[src/rtl/pipe_hazard_ctrl.sv]
// pipe_hazard_ctrl: pipeline valid/redirect/load-use/LM-SM sequencing control.
// Optional HAZ_PERF_CNT_EN adds saturating stall_cnt and flush_cnt outputs.
module pipe_hazard_ctrl #(
  parameter int NSTAGE   = 5,
  parameter int REGW     = 3,
  parameter int NREG     = 8,
  parameter int PCSELW   = 3,
  parameter int LU_STAGE = 2,
  parameter int MR_STAGE = 1
) (
  input  logic                     clk,
  input  logic                     rst_n,
  input  logic                     fetch_valid,
  input  logic [NSTAGE-1:0]        redir_req,
  input  logic [NSTAGE*PCSELW-1:0] redir_sel,
  input  logic                     ld_valid,
  input  logic [REGW-1:0]          ld_rd,
  input  logic [1:0]               use_en,
  input  logic [REGW-1:0]          use_rs1,
  input  logic [REGW-1:0]          use_rs2,
  input  logic                     mr_start,
  input  logic [NREG-1:0]          mr_mask,
  output logic                     pc_en,
  output logic [PCSELW-1:0]        pc_sel,
  output logic [NSTAGE-1:0]        stage_en,
  output logic [NSTAGE-1:0]        stage_flush,
  output logic [NSTAGE-1:0]        stage_valid,
  output logic                     mr_busy,
  output logic [REGW-1:0]          mr_reg,
  output logic [REGW:0]            mr_offset,
  output logic                     mr_last
`ifdef HAZ_PERF_CNT_EN
  ,
  output logic [15:0]              stall_cnt,
  output logic [15:0]              flush_cnt
`endif
);
  typedef enum logic {IDLE, SEQ} state_t;
  state_t state, state_nx;
  logic [NSTAGE-1:0] valid, valid_nx;
  logic [NREG-1:0] rem, rem_nx, cur;
  logic [REGW:0] off, off_nx;
  logic cur_multi, ld_hit, hi_any, ls, raw_issue, raw_hold;
  logic win_any, kill_mr, issue, hold, mr_zero;
  int win;
  always_comb begin
    cur = (state == SEQ) ? rem : mr_mask;
    cur_multi = |(cur & (cur - NREG'(1)));
    ld_hit = ld_valid & valid[LU_STAGE] &
             ((use_en[0] & (use_rs1 == ld_rd)) | (use_en[1] & (use_rs2 == ld_rd)));
    hi_any = 1'b0;
    for (int k = 0; k < NSTAGE; k++)
      if (k > LU_STAGE && redir_req[k] && valid[k]) hi_any = 1'b1;
    // A redirect older than the load consumer cancels the interlock
    ls = ld_hit & ~hi_any;
    raw_issue = ~ls & (|cur) & ((state == SEQ) | (mr_start & valid[MR_STAGE]));
    raw_hold = raw_issue & cur_multi;
    win_any = 1'b0;
    win = 0;
    for (int k = 0; k < NSTAGE; k++)
      if (redir_req[k] && valid[k] && !(k <= LU_STAGE && ls) && !(k <= MR_STAGE && raw_hold)) begin
        win_any = 1'b1;
        win = k;
      end
    kill_mr = win_any & (win > MR_STAGE);
    issue = raw_issue & ~kill_mr;
    hold = issue & cur_multi;
    mr_zero = (state == IDLE) & mr_start & valid[MR_STAGE] & ~ls & ~(|mr_mask);
    stage_en = '1;
    stage_flush = {NSTAGE{~rst_n}};
    for (int i = 0; i < NSTAGE; i++) begin
      stage_en[i] = !((i <= LU_STAGE && ls) || (i <= MR_STAGE && hold));
      stage_flush[i] = stage_flush[i] | (win_any && i <= win) | (ls && i == LU_STAGE + 1) |
                       (mr_zero && i == MR_STAGE + 1);
    end
    pc_en = ~ls & ~hold;
    pc_sel = win_any ? redir_sel[win*PCSELW +: PCSELW] : '0;
    valid_nx = (stage_en & {valid[NSTAGE-2:0], fetch_valid} & ~stage_flush) | (~stage_en & valid);
    mr_busy = (state == SEQ) | issue;
    mr_reg = '0;
    for (int j = NREG - 1; j >= 0; j--)
      if (cur[j]) mr_reg = REGW'(j);
    mr_last = issue & ~cur_multi;
    mr_offset = off;
    state_nx = state;
    rem_nx = rem;
    off_nx = off;
    if (state == SEQ && kill_mr) begin
      state_nx = IDLE;
      rem_nx = '0;
      off_nx = '0;
    end else if (hold) begin
      state_nx = SEQ;
      rem_nx = cur & (cur - NREG'(1));
      off_nx = off + (REGW+1)'(1);
    end else if (issue) begin
      state_nx = IDLE;
      rem_nx = '0;
      off_nx = '0;
    end
  end
  assign stage_valid = valid;
  always_ff @(posedge clk or negedge rst_n)
    if (!rst_n) begin
      state <= IDLE;
      rem <= '0;
      off <= '0;
      valid <= '0;
    end else begin
      state <= state_nx;
      rem <= rem_nx;
      off <= off_nx;
      valid <= valid_nx;
    end
`ifdef HAZ_PERF_CNT_EN
  logic [15:0] kill_n;
  logic [16:0] flush_sum;
  always_comb begin
    kill_n = '0;
    for (int i = 0; i < NSTAGE; i++)
      if (win_any && i < win && valid[i]) kill_n = kill_n + 16'd1;
    flush_sum = {1'b0, flush_cnt} + {1'b0, kill_n};
  end
  always_ff @(posedge clk or negedge rst_n)
    if (!rst_n) begin
      stall_cnt <= '0;
      flush_cnt <= '0;
    end else begin
      stall_cnt <= (!pc_en && stall_cnt != 16'hFFFF) ? stall_cnt + 16'd1 : stall_cnt;
      flush_cnt <= flush_sum[16] ? 16'hFFFF : flush_sum[15:0];
    end
`endif
endmodule

[config.mk]
export PLATFORM = sky130hd
export DESIGN_NAME = pipe_hazard_ctrl
export DESIGN_NICKNAME = d
export VERILOG_FILES = /design/src/rtl/pipe_hazard_ctrl.sv
export SDC_FILE = /design/constraint.sdc
export NUM_CORES = 1
export LEC_CHECK = 0
export ABC_AREA = 0
export CAP_MARGIN = 20
export CORE_MARGIN = 8
export CORE_UTILIZATION = 46
export DETAILED_ROUTE_END_ITERATION = 10
export GPL_ROUTABILITY_DRIVEN = 0
export PLACE_DENSITY = 0.84
export SYNTH_ARGS = -nofsm -noshare
export SYNTH_HDL_FRONTEND = slang
export SYNTH_SLANG_ARGS = --single-unit
[constraint.sdc]
create_clock -name clk -period 5.35 [get_ports clk]
set_clock_uncertainty 0.1 [all_clocks]
set_input_delay 1.07 -clock clk [delete_from_list [all_inputs] [get_ports clk]]
set_output_delay 1.07 -clock clk [all_outputs]
set_load 0.02 [all_outputs]
==> results.txt <==
The flow ran to the end, and the final reports show no timing, DRC or antenna violations. The commonest non-fill, non-tap cell in the layout was clkdlybuf4s50_1. Synthesized-area fraction occupied by xor and xnor cells: 0.0373. The effective utilization at floorplan was 0.485. The category of the most critical setup path is in2out. In this run, post-CTS repair resized a total of 0 instances. The logs give 0.249 mV for the worst vdd rail ir drop and 0 ps for the final setup TNS.

The largest family of logic cells by synthesized area was compound AO/OA/AOI/OAI gates. Root buffer cell: clkbuf_4. The tools report the via count of the first global-routing pass as 1818.

The critical path depth came out at 9. After detailed routing, the number of vias per cell comes to 5.81. The clock network latency to the later pin of the worst-skew pair was 310 ps.

The worst hold path belongs to the class reg2reg. Simple-gate share of the synthesized area: 0.244. The row count was 21; the iteration count of the initial detailed-routing pass was 4. STA classifies the critical path startpoint as an input port.

Once layout is done, the placed cells without fillers occupy 0.00236 mm2. Traced cell by cell, the critical path runs through clkdlybuf4s50_1 > nor3_1 > o22ai_2 > nand2_1 > o211a_1 > o2111a_2 > o21ai_1 > a22oi_1 > clkdlybuf4s50_1. During synthesis, Yosys emitted a total of 0 warnings. Share of flip-flops with an asynchronous set or reset: 1.00. Clock-pin slew was measured on the worst setup and hold paths at 110 ps. The detailed-route wire length per cell is 15.6 um.

For the highest clock frequency the design can meet, the log shows 197 MHz. In the layout the commonest cells are clkdlybuf4s50_1 (69), nand2_1 (18), nor2_1 (17), dfrtp_1 (17), a21oi_1 (13). Initial antenna violation count: 0. The tools report the DRC violation count after routing as 0. The kind of cell adding the most delay to the critical path is compound AO/OA/AOI/OAI gates. The critical path starts at mr_mask[0].

Setup violations remaining at the end of the flow were counted as 0. The sum of buffers and inverters on the critical path works out to 2. The most used flip-flop cell after synthesis is dfrtp_1. The post-route minimum period was 5070 ps. Summed over all nets, the half-perimeter wirelength after detailed placement is 3990 um.

The share of final-layout standard cells stronger than drive strength 1 is 0.0846, and the ratio of final minimum period to clock period is 0.947. In this run the post-CTS setup repair buffer count came out at 0. The remaining max-slew budget at the tightest pin was 0.403; the biggest fanout along the worst timing path was 10. The number of synthesized flops with an enable pin was 0; the combined area of all synthesized cells was 0.00164 mm2. Measured along the y axis, the die boundary spans 75.8 um.

The all-layer global routing usage was 0.180; the clock sink count was 17. Setup repair after global routing left no endpoint under its margin. The x dimension of the die is 75.8 um. For this design, the slowest cell found on the critical path is clkdlybuf4s50_1.

The run gives 3 as the number of buffers created by CTS. Once placement finished, the instance area stood at 0.00233 mm2. Counting flops and latches in the post-synthesis netlist gives 17. Relative to the synthesized area, the layout overhead comes to 43.9%.

Library cell appearing most often on the critical path: clkdlybuf4s50_1. The first global-routing pass estimated 8180 um of wire. In this run, post-CTS hold repair placed 0 buffers. The share of cell area taken by muxes after synthesis was 0.0312; the count of boundary I/O pins was 72.

For this run the aggregate overflow at the end of global routing stands at 0. STA classifies the critical path endpoint as a primary output. The die covers 0.00574 mm2.

The number of port buffers is 69. Worst-case reg-to-reg path depth: 7. The logs give 0 for the number of slew-limit violations in the final report and 158 for the number of design-rule violations left by the first detailed-router iteration.

Dividing total power by cell area gives a power density of 540 mW/mm2. The tools report the number of distinct library cells after synthesis as 56. The post-synthesis compound-gate area fraction is 0.345. For the number of inserted diodes, the log shows 0.

Counting the fill cells in the layout gives 273. The reported leakage power was 0.928 nW; the area of the core was 0.00339 mm2. No sink is reached through more buffers than the 2 on the longest clock path. Origin of the critical flop-to-flop path: state. STA puts the critical path data required time at 4180 ps.

The end point of the critical path was pc_sel[0]. The endpoint arrival time on the critical path came out at 3900 ps. After synthesis, the mean cell area works out to 7.94 um2.

The final hold violation count is 0. The logs give 0.259 for the share of synthesized area occupied by flip-flops and latches and 207 for the synthesized netlist cell count. The delay of the slowest cell on the worst path came out at 630 ps.

TritonCTS built the clock tree. Number of maximum-capacitance violations: 0. The run gives 30 as the maximum number of pins on one net before global-route repair. For the pin with the worst max-slew slack, the measured transition is 895 ps.

The maximum level of the CTS H-tree was 1; the post-synthesis adder-cell area fraction was 0.00762. The tools report the net count reported at finish as 318. The worst register-to-register path ends at rem[4].

For the register-to-register path setup slack, the log shows 2290 ps. Residual antenna-violating net count after detailed routing: 0. The routed layout has 1847 vias. The final wirelength is 4970 um.
==> cells by family after synthesis <==
logic type	count (synthesis)
multiplexers	5
AO/OA/AOI/OAI	76
flip-flops	17
AND/OR/NAND/NOR	78
other	1
XOR/XNOR	7
adder cells (fa/ha/maj)	1
buffers and inverters	22
==> worst min-delay path by stage <==
stage          slack, ps         start           end  cells past startpoint
2_1_floorplan        420        rem[4]        rem[4]                      1
3_3_place_gp         390  mr_offset[2]  mr_offset[2]                      1
4_1_cts              410  mr_offset[2]  mr_offset[2]                      1
6_report             420  mr_offset[2]  mr_offset[2]                      1
5_1_grt              450  mr_offset[2]  mr_offset[2]                      1
3_5_place_dp         400  mr_offset[2]  mr_offset[2]                      1
==> worst reg2reg max path, stage by stage, from the launching register on <==
cell and delay [ps]:
dfrtp_1 950, nor3_1 180, a21oi_2 350, o31ai_4 160
a211oi_1 580, a21oi_2 210, a31o_1 240, a32o_1 190
==> cells in the mapped netlist (4+ instances only) <==
master	instances	area [um2]
a211oi_1	4	30.0
a21oi_1	13	65.1
buf_4	6	45.0
dfrtp_1	17	425
inv_1	9	33.8
mux2i_1	4	40.0
nand2_1	18	67.6
nand2b_1	7	43.8
nand3_1	7	35.0
nand4_1	4	25.0
nor2_1	17	63.8
nor3_1	9	45.0
o211ai_1	7	52.6
o21ai_0	7	35.0
o21ai_1	9	45.0
xnor2_1	7	61.3
==> state kept, by name, indices dropped and copies added, names as in the netlist <==
register and count:
stage_valid 5, mr_offset 4, rem 7, state 1
==> power by group <==
group | internal, mW | switching (mW) | total (mW)
Sequential | 0.174 | 0.0828 | 0.256
Combinational | 0.423 | 0.522 | 0.945
Clock | 0.0286 | 0.0463 | 0.0749
==> layer usage <==
metal,part of all wire,GRT usage,vias to the layer above
met3,0.11,0.0658,7
met1,0.41,0.208,852
met4,0.018,0.0618,0
met5,0,0,-
met2,0.46,0.298,81
li1,-,-,907
==> cell type report <==
cell class | count | area, um2 | share of cell area
repair buffers | 72 | 713 | 0.302
clock buffers | 3 | 22.5 | 0.00953
multi-input cells | 169 | 1100 | 0.465
clock inverters | 1 | 7.51 | 0.00318
inverters | 10 | 37.5 | 0.0159
flip-flops and latches | 17 | 425 | 0.180
well taps | 46 | 57.6 | 0.0244
==> through the flow <==
stage | total power [mW] | setup WS [ps] | std cells | utilization | hold slack [ps]
finish | 1.28 | 283 | 318 | 0.697 | 416
CTS | 1.28 | 303 | 318 | 0.697 | 413
global route | 1.38 | 96.1 | 318 | 0.697 | 451
detailed placement | 1.20 | 322 | 314 | 0.688 | 398
floorplan | 0.912 | 1450 | 208 | - | 420
global placement | 1.19 | 358 | 314 | 0.688 | 392
Note: power is estimated with default switching activity, not from simulation.
==> edit 1 (config.mk and constraints unchanged) <==
Add an input register stage for `redir_sel`; this delays it by one clock. The other inputs are not delayed to match.
--- a/src/rtl/pipe_hazard_ctrl.sv
+++ b/src/rtl/pipe_hazard_ctrl.sv
@@ -36,6 +36,13 @@
 `endif
 );
   typedef enum logic {IDLE, SEQ} state_t;
+
+  logic [NSTAGE*PCSELW-1:0] redir_sel_q;
+
+  always_ff @(posedge clk) begin
+    redir_sel_q <= redir_sel;
+  end
+
   state_t state, state_nx;
   logic [NSTAGE-1:0] valid, valid_nx;
   logic [NREG-1:0] rem, rem_nx, cur;
@@ -74,7 +81,7 @@
                        (mr_zero && i == MR_STAGE + 1);
     end
     pc_en = ~ls & ~hold;
-    pc_sel = win_any ? redir_sel[win*PCSELW +: PCSELW] : '0;
+    pc_sel = win_any ? redir_sel_q[win*PCSELW +: PCSELW] : '0;
     valid_nx = (stage_en & {valid[NSTAGE-2:0], fetch_valid} & ~stage_flush) | (~stage_en & valid);
     mr_busy = (state == SEQ) | issue;
     mr_reg = '0;
Formal check against the unedited RTL: not equivalent (Yosys sat finds a counterexample within 4 cycles, from zero or initial values and one cycle with rst_n low).
==> edit 1 against the unedited design <==
Synthesized cell count fell by 6.3%; final area rose by 17%; sequential power rose by 42%; critical path type unchanged; die area rose by 11%; worst setup slack got worse by 0.079 ns; area after synthesis rose by 13%; worst hold slack improved by 0.013 ns; sequential cell count rose by 15; power rose by 23%; sequential share of layout area rose by 8.3 points; critical path depth fell by 1; routed wire length rose by 7.7%.
==> edit 1: results (changes against the unedited design) <==
[cells_and_area]
instances_no_fill = 327  ; was 318
largest_reg_flops = 15  ; was 7
largest-register = redir_sel_q  ; was rem
n_fill_cell = 328  ; was 273
diodes = 0  ; unchanged
drive_gt1_share_pct = 13.36  ; was 8.456%

[routing]
drt-vias-per-instance = 5.664  ; was 5.808
drt_iter0_markers = 79  ; was 158
drt_first_pass_iters = 6  ; was 4
avgRoutedWirePerCell_um = 16.37  ; was 15.63 um

[pwr]
vdd_ir_drop_max_mv = 0.2457  ; was 0.2492 mV
switching_share_pct = 45.03  ; was 51.03%
p_leak_nw = 1.194  ; was 0.9285 nW
p_clk_mw = 0.186  ; was 0.0749 mW
p_comb_mw = 1.03  ; was 0.945 mW
p_per_area_nw_per_um2 = 570.1  ; was 540.1 nW/um^2

[worst_setup_path]
critPathMaxFanout = 9  ; was 10
arrival_ns = 3.98  ; was 3.90 ns
slowest_delay_ns = 0.68  ; was 0.63 ns
critical-path-top-delay-family = buffers and inverters  ; was compound AO/OA/AOI/OAI gates
cpMaxStageDelayCell = clkdlybuf4s50_1  ; unchanged

[grt]
grt_max_degree = 22  ; was 30
grt_pass1_wl_um = 8928  ; was 8176 um
track_usage_pct = 17.54  ; was 18.03%
grt_pass1_vias = 1862  ; was 1,818
antenna_found_initial = 0  ; unchanged

[clock_tree]
cts_buffers = 5  ; was 3
cts_setup_buffers = 0  ; unchanged
path_clk_slew_ns = 0.07  ; was 0.11 ns
clock_path_buffers = 2  ; unchanged
htree_levels = 2  ; was 1
cts-root-buf = clkbuf_8  ; was clkbuf_4
clock_latency_ns = 0.29  ; was 0.31 ns
post_cts_resized = 0  ; unchanged

[yosys]
yosysSeqAreaShare_pct = 38.95  ; was 25.89%
synth_area_per_cell_sq_um = 9.603  ; was 7.936 sq um
ys_types = 60  ; was 56
synth_common_cells = nand2_1, dfrtp_1, dfxtp_1  ; was nand2_1, dfrtp_1, nor2_1
yosys-top-cells-area = dfrtp_1, dfxtp_1, nand2_1  ; was dfrtp_1, nand2_1, a21oi_1
yosysWarnings = 0  ; unchanged
synth-async-reset-ratio_pct = 53.13  ; was 100.0%

[timing]
relSlewSlack_pct = 43.61  ; was 40.31%
layout_min_cycle_time_ns = 5.147  ; was 5.067 ns

[place]
dp_cells = 319  ; was 314
placed_cell_area_sq_um = 2664  ; was 2333 sq um
post-place-ws_ns = 0.08116  ; was 0.3216 ns
dpl.hpwl_um = 4212  ; was 3991 um
port_buffers = 69  ; unchanged

[status]
outcome = completed  ; unchanged

[min_path]
hp-class = reg2reg  ; unchanged

## edit 1: worst register-to-register path: stages (launching register included)
cell      delay [ns]
dfrtp_1         0.59
buf_4           0.29
or3_4           0.41
a222oi_1        0.45
a21o_2          0.28
nor4_1          0.06
buf_4           0.15
a21oi_1         0.65
o21bai_1        0.22
a22o_1          0.15
## edit 1: path summary, 6_finish.rpt
kind                                             to  slack [ns]                     start  cells after the start
max                                     stage_en[1]        0.20                mr_mask[0]                      8
min                        mr_offset[3]$_DFFE_PN0P_        0.43  mr_offset[3]$_DFFE_PN0P_                      2
max reg2reg                      rem[3]$_DFFE_PN0P_        1.93         state$_DFFE_PN0P_                      9
min reg2reg                mr_offset[3]$_DFFE_PN0P_        0.43  mr_offset[3]$_DFFE_PN0P_                      2
max in group asynchronous  stage_valid[3]$_DFF_PN0_        3.91                     rst_n                      2
min in group asynchronous        rem[6]$_DFFE_PN0P_        1.02                     rst_n                      2
## edit 1: layout make-up
cell class / instances / area [sq um] / share of cell area, %
tap: 50 / 62.56 / 2.263
inverter: 4 / 15.01 / 0.5432
clock inverter: 3 / 21.27 / 0.7696
timing repair buffer: 83 / 805.8 / 29.15
sequential: 32 / 725.7 / 26.26
multi-input combinational: 150 / 1065 / 38.52
clock buffer: 5 / 68.82 / 2.490
## edit 1: cell families (layout without fill, tap and decap cells)
family          count (synthesis)  count (layout)  share of synthesized area, %
compound gates                 67              67                         29.75
simple gates                   65              65                         18.67
buf+inv                        13              95                         4.097
mux                             8               8                         4.365
fa+ha+maj                       1               1                        0.6715
other cells                     1               2                        0.2013
flops                          32              32                         38.95
xor+xnor                        7               7                         3.291
## edit 1: layer usage
layer	vias up	routed length [um]	track usage, %
met4	0	71	5.000
li1	899	-	-
met2	76	2531	28.52
met3	9	540	7.658
met1	868	2209	20.34
met5	-	0	0
==> edit 2 (same flow settings) <==
Made on the original files. Set the parameter `NSTAGE` to 4 (it was 5).
--- a/src/rtl/pipe_hazard_ctrl.sv
+++ b/src/rtl/pipe_hazard_ctrl.sv
@@ -1,7 +1,7 @@
 // pipe_hazard_ctrl: pipeline valid/redirect/load-use/LM-SM sequencing control.
 // Optional HAZ_PERF_CNT_EN adds saturating stall_cnt and flush_cnt outputs.
 module pipe_hazard_ctrl #(
-  parameter int NSTAGE   = 5,
+  parameter int NSTAGE   = 4,
   parameter int REGW     = 3,
   parameter int NREG     = 8,
   parameter int PCSELW   = 3,
Interface: changed (5 resized); port bits go from 72 to 65. The function was not compared with the original's and may differ.
==> edit 2 against the unedited design <==
Critical path depth is 1 lower; count of clock-buffer cells in the layout is 1 higher; power is 1.6% lower; global-route usage is 1.2 points higher; sequential share of layout area is 0.85 points higher; area after synthesis is 16% lower; synthesized cell count is 21% lower; routed wire length is 1.7% lower; worst setup slack worse by 0.15 ns; sequential cell count is 1 lower; final area is 10% lower; combinational power is 0.5% higher.
==> edit 2: results (changes against the unedited design) <==
[routing]
drt-vias-per-instance = 6.098  ; was 5.808
wl_met3_um = 402  ; was 568 um
drt_iter0_markers = 162  ; was 158
wl_met2_um = 2435  ; was 2278 um
wl_met1_um = 1944  ; was 2035 um
avgRoutedWirePerCell_um = 18.36  ; was 15.63 um

[status]
outcome = completed  ; unchanged

[place]
dpl.hpwl_um = 3949  ; was 3991 um
post-place-ws_ns = -0.03238  ; was 0.3216 ns
dp_cells = 262  ; was 314
port_buffers = 63  ; was 69

[cells_and_area]
drive_gt1_share_pct = 12.02  ; was 8.456%
num-nets-final = 275  ; was 318
diodes = 0  ; unchanged
final_area_sq_um = 2125  ; was 2364 sq um
n_fill_cell = 223  ; was 273
instances_no_fill = 266  ; was 318

[pwr]
p_leak_nw = 0.9237  ; was 0.9285 nW
seqPwrFrac_pct = 18.0  ; was 20.1%
p_int_mw = 0.6477  ; was 0.6252 mW
combinationalPowerShare_pct = 75.6  ; was 74.0%
p_per_area_nw_per_um2 = 591.6  ; was 540.1 nW/um^2
vdd_ir_drop_max_mv = 0.3992  ; was 0.2492 mV

[worst_setup_path]
slowest_delay_ns = 0.65  ; was 0.63 ns
r2r_end = rem[7]$_DFFE_PN0P_  ; was rem[4]$_DFFE_PN0P_
rr_worst_depth = 9  ; was 7
critPathMaxFanout = 7  ; was 10
regToRegSetupSlack_ns = 2.15  ; was 2.29 ns
crit_start = mr_mask[0]  ; unchanged
critical-path-top-delay-family = buffers and inverters  ; was compound AO/OA/AOI/OAI gates

[yosys]
ys_types = 52  ; was 56
syn-instance-count = 163  ; was 207
yosys-top-cells-area = dfrtp_1, xnor2_1, a21oi_1  ; was dfrtp_1, nand2_1, a21oi_1
yosysSeqAreaShare_pct = 28.96  ; was 25.89%

[grt]
track_usage_pct = 19.19  ; was 18.03%
grt_pass1_vias = 1548  ; was 1,818
globalRouteMet2Util_pct = 32.54  ; was 29.85%
globalRouteMet3Util_pct = 3.955  ; was 6.579%
grt_max_degree = 23  ; was 30

[clock_tree]
path_clk_slew_ns = 0.09  ; was 0.11 ns

[min_path]
hp-class = reg2reg  ; unchanged
hold_end = mr_offset[0]$_DFFE_PN0P_  ; was mr_offset[2]$_DFFE_PN0P_
min_from = mr_offset[0]$_DFFE_PN0P_  ; was mr_offset[2]$_DFFE_PN0P_

[timing]
tightest_slew_ns = 0.9286  ; was 0.8953 ns
holdWs_ns = 0.4459  ; was 0.4165 ns

edit 2: cell count changes in the layout (fill, tap and decap cells not counted), sizes merged, moves of 5 or more:
cell,unedited run,this run
nor2,17,8
buf,3,14
o221ai,0,5
o21ai,17,7
o211ai,7,0
clkdlybuf4s50,69,56
nor3,10,5
nand2,18,9
edit 2: kinds of logic after synthesis:
group | after synthesis | share of synthesized area (%)
AO/OA/AOI/OAI | 57 | 30.59
buffers and inverters | 20 | 8.506
flip-flops | 16 | 28.96
AND/OR/NAND/NOR | 56 | 22.53
XOR/XNOR | 7 | 4.434
adder cells (fa/ha/maj) | 1 | 0.9048
multiplexers | 5 | 3.801
other | 1 | 0.2712
edit 2: what timing repair did:
item,4_1_cts,5_1_grt
setup endpoints to repair,3,5
setup buffers,0,0
hold buffers,0,0
resized for setup,4,4
edit 2: cell type report:
class	instances	area share [%]
tap	33	1.943
inverter	9	1.590
sequential	16	18.85
clock buffer	4	1.708
timing repair buffer	77	34.92
multi-input combinational	127	40.99
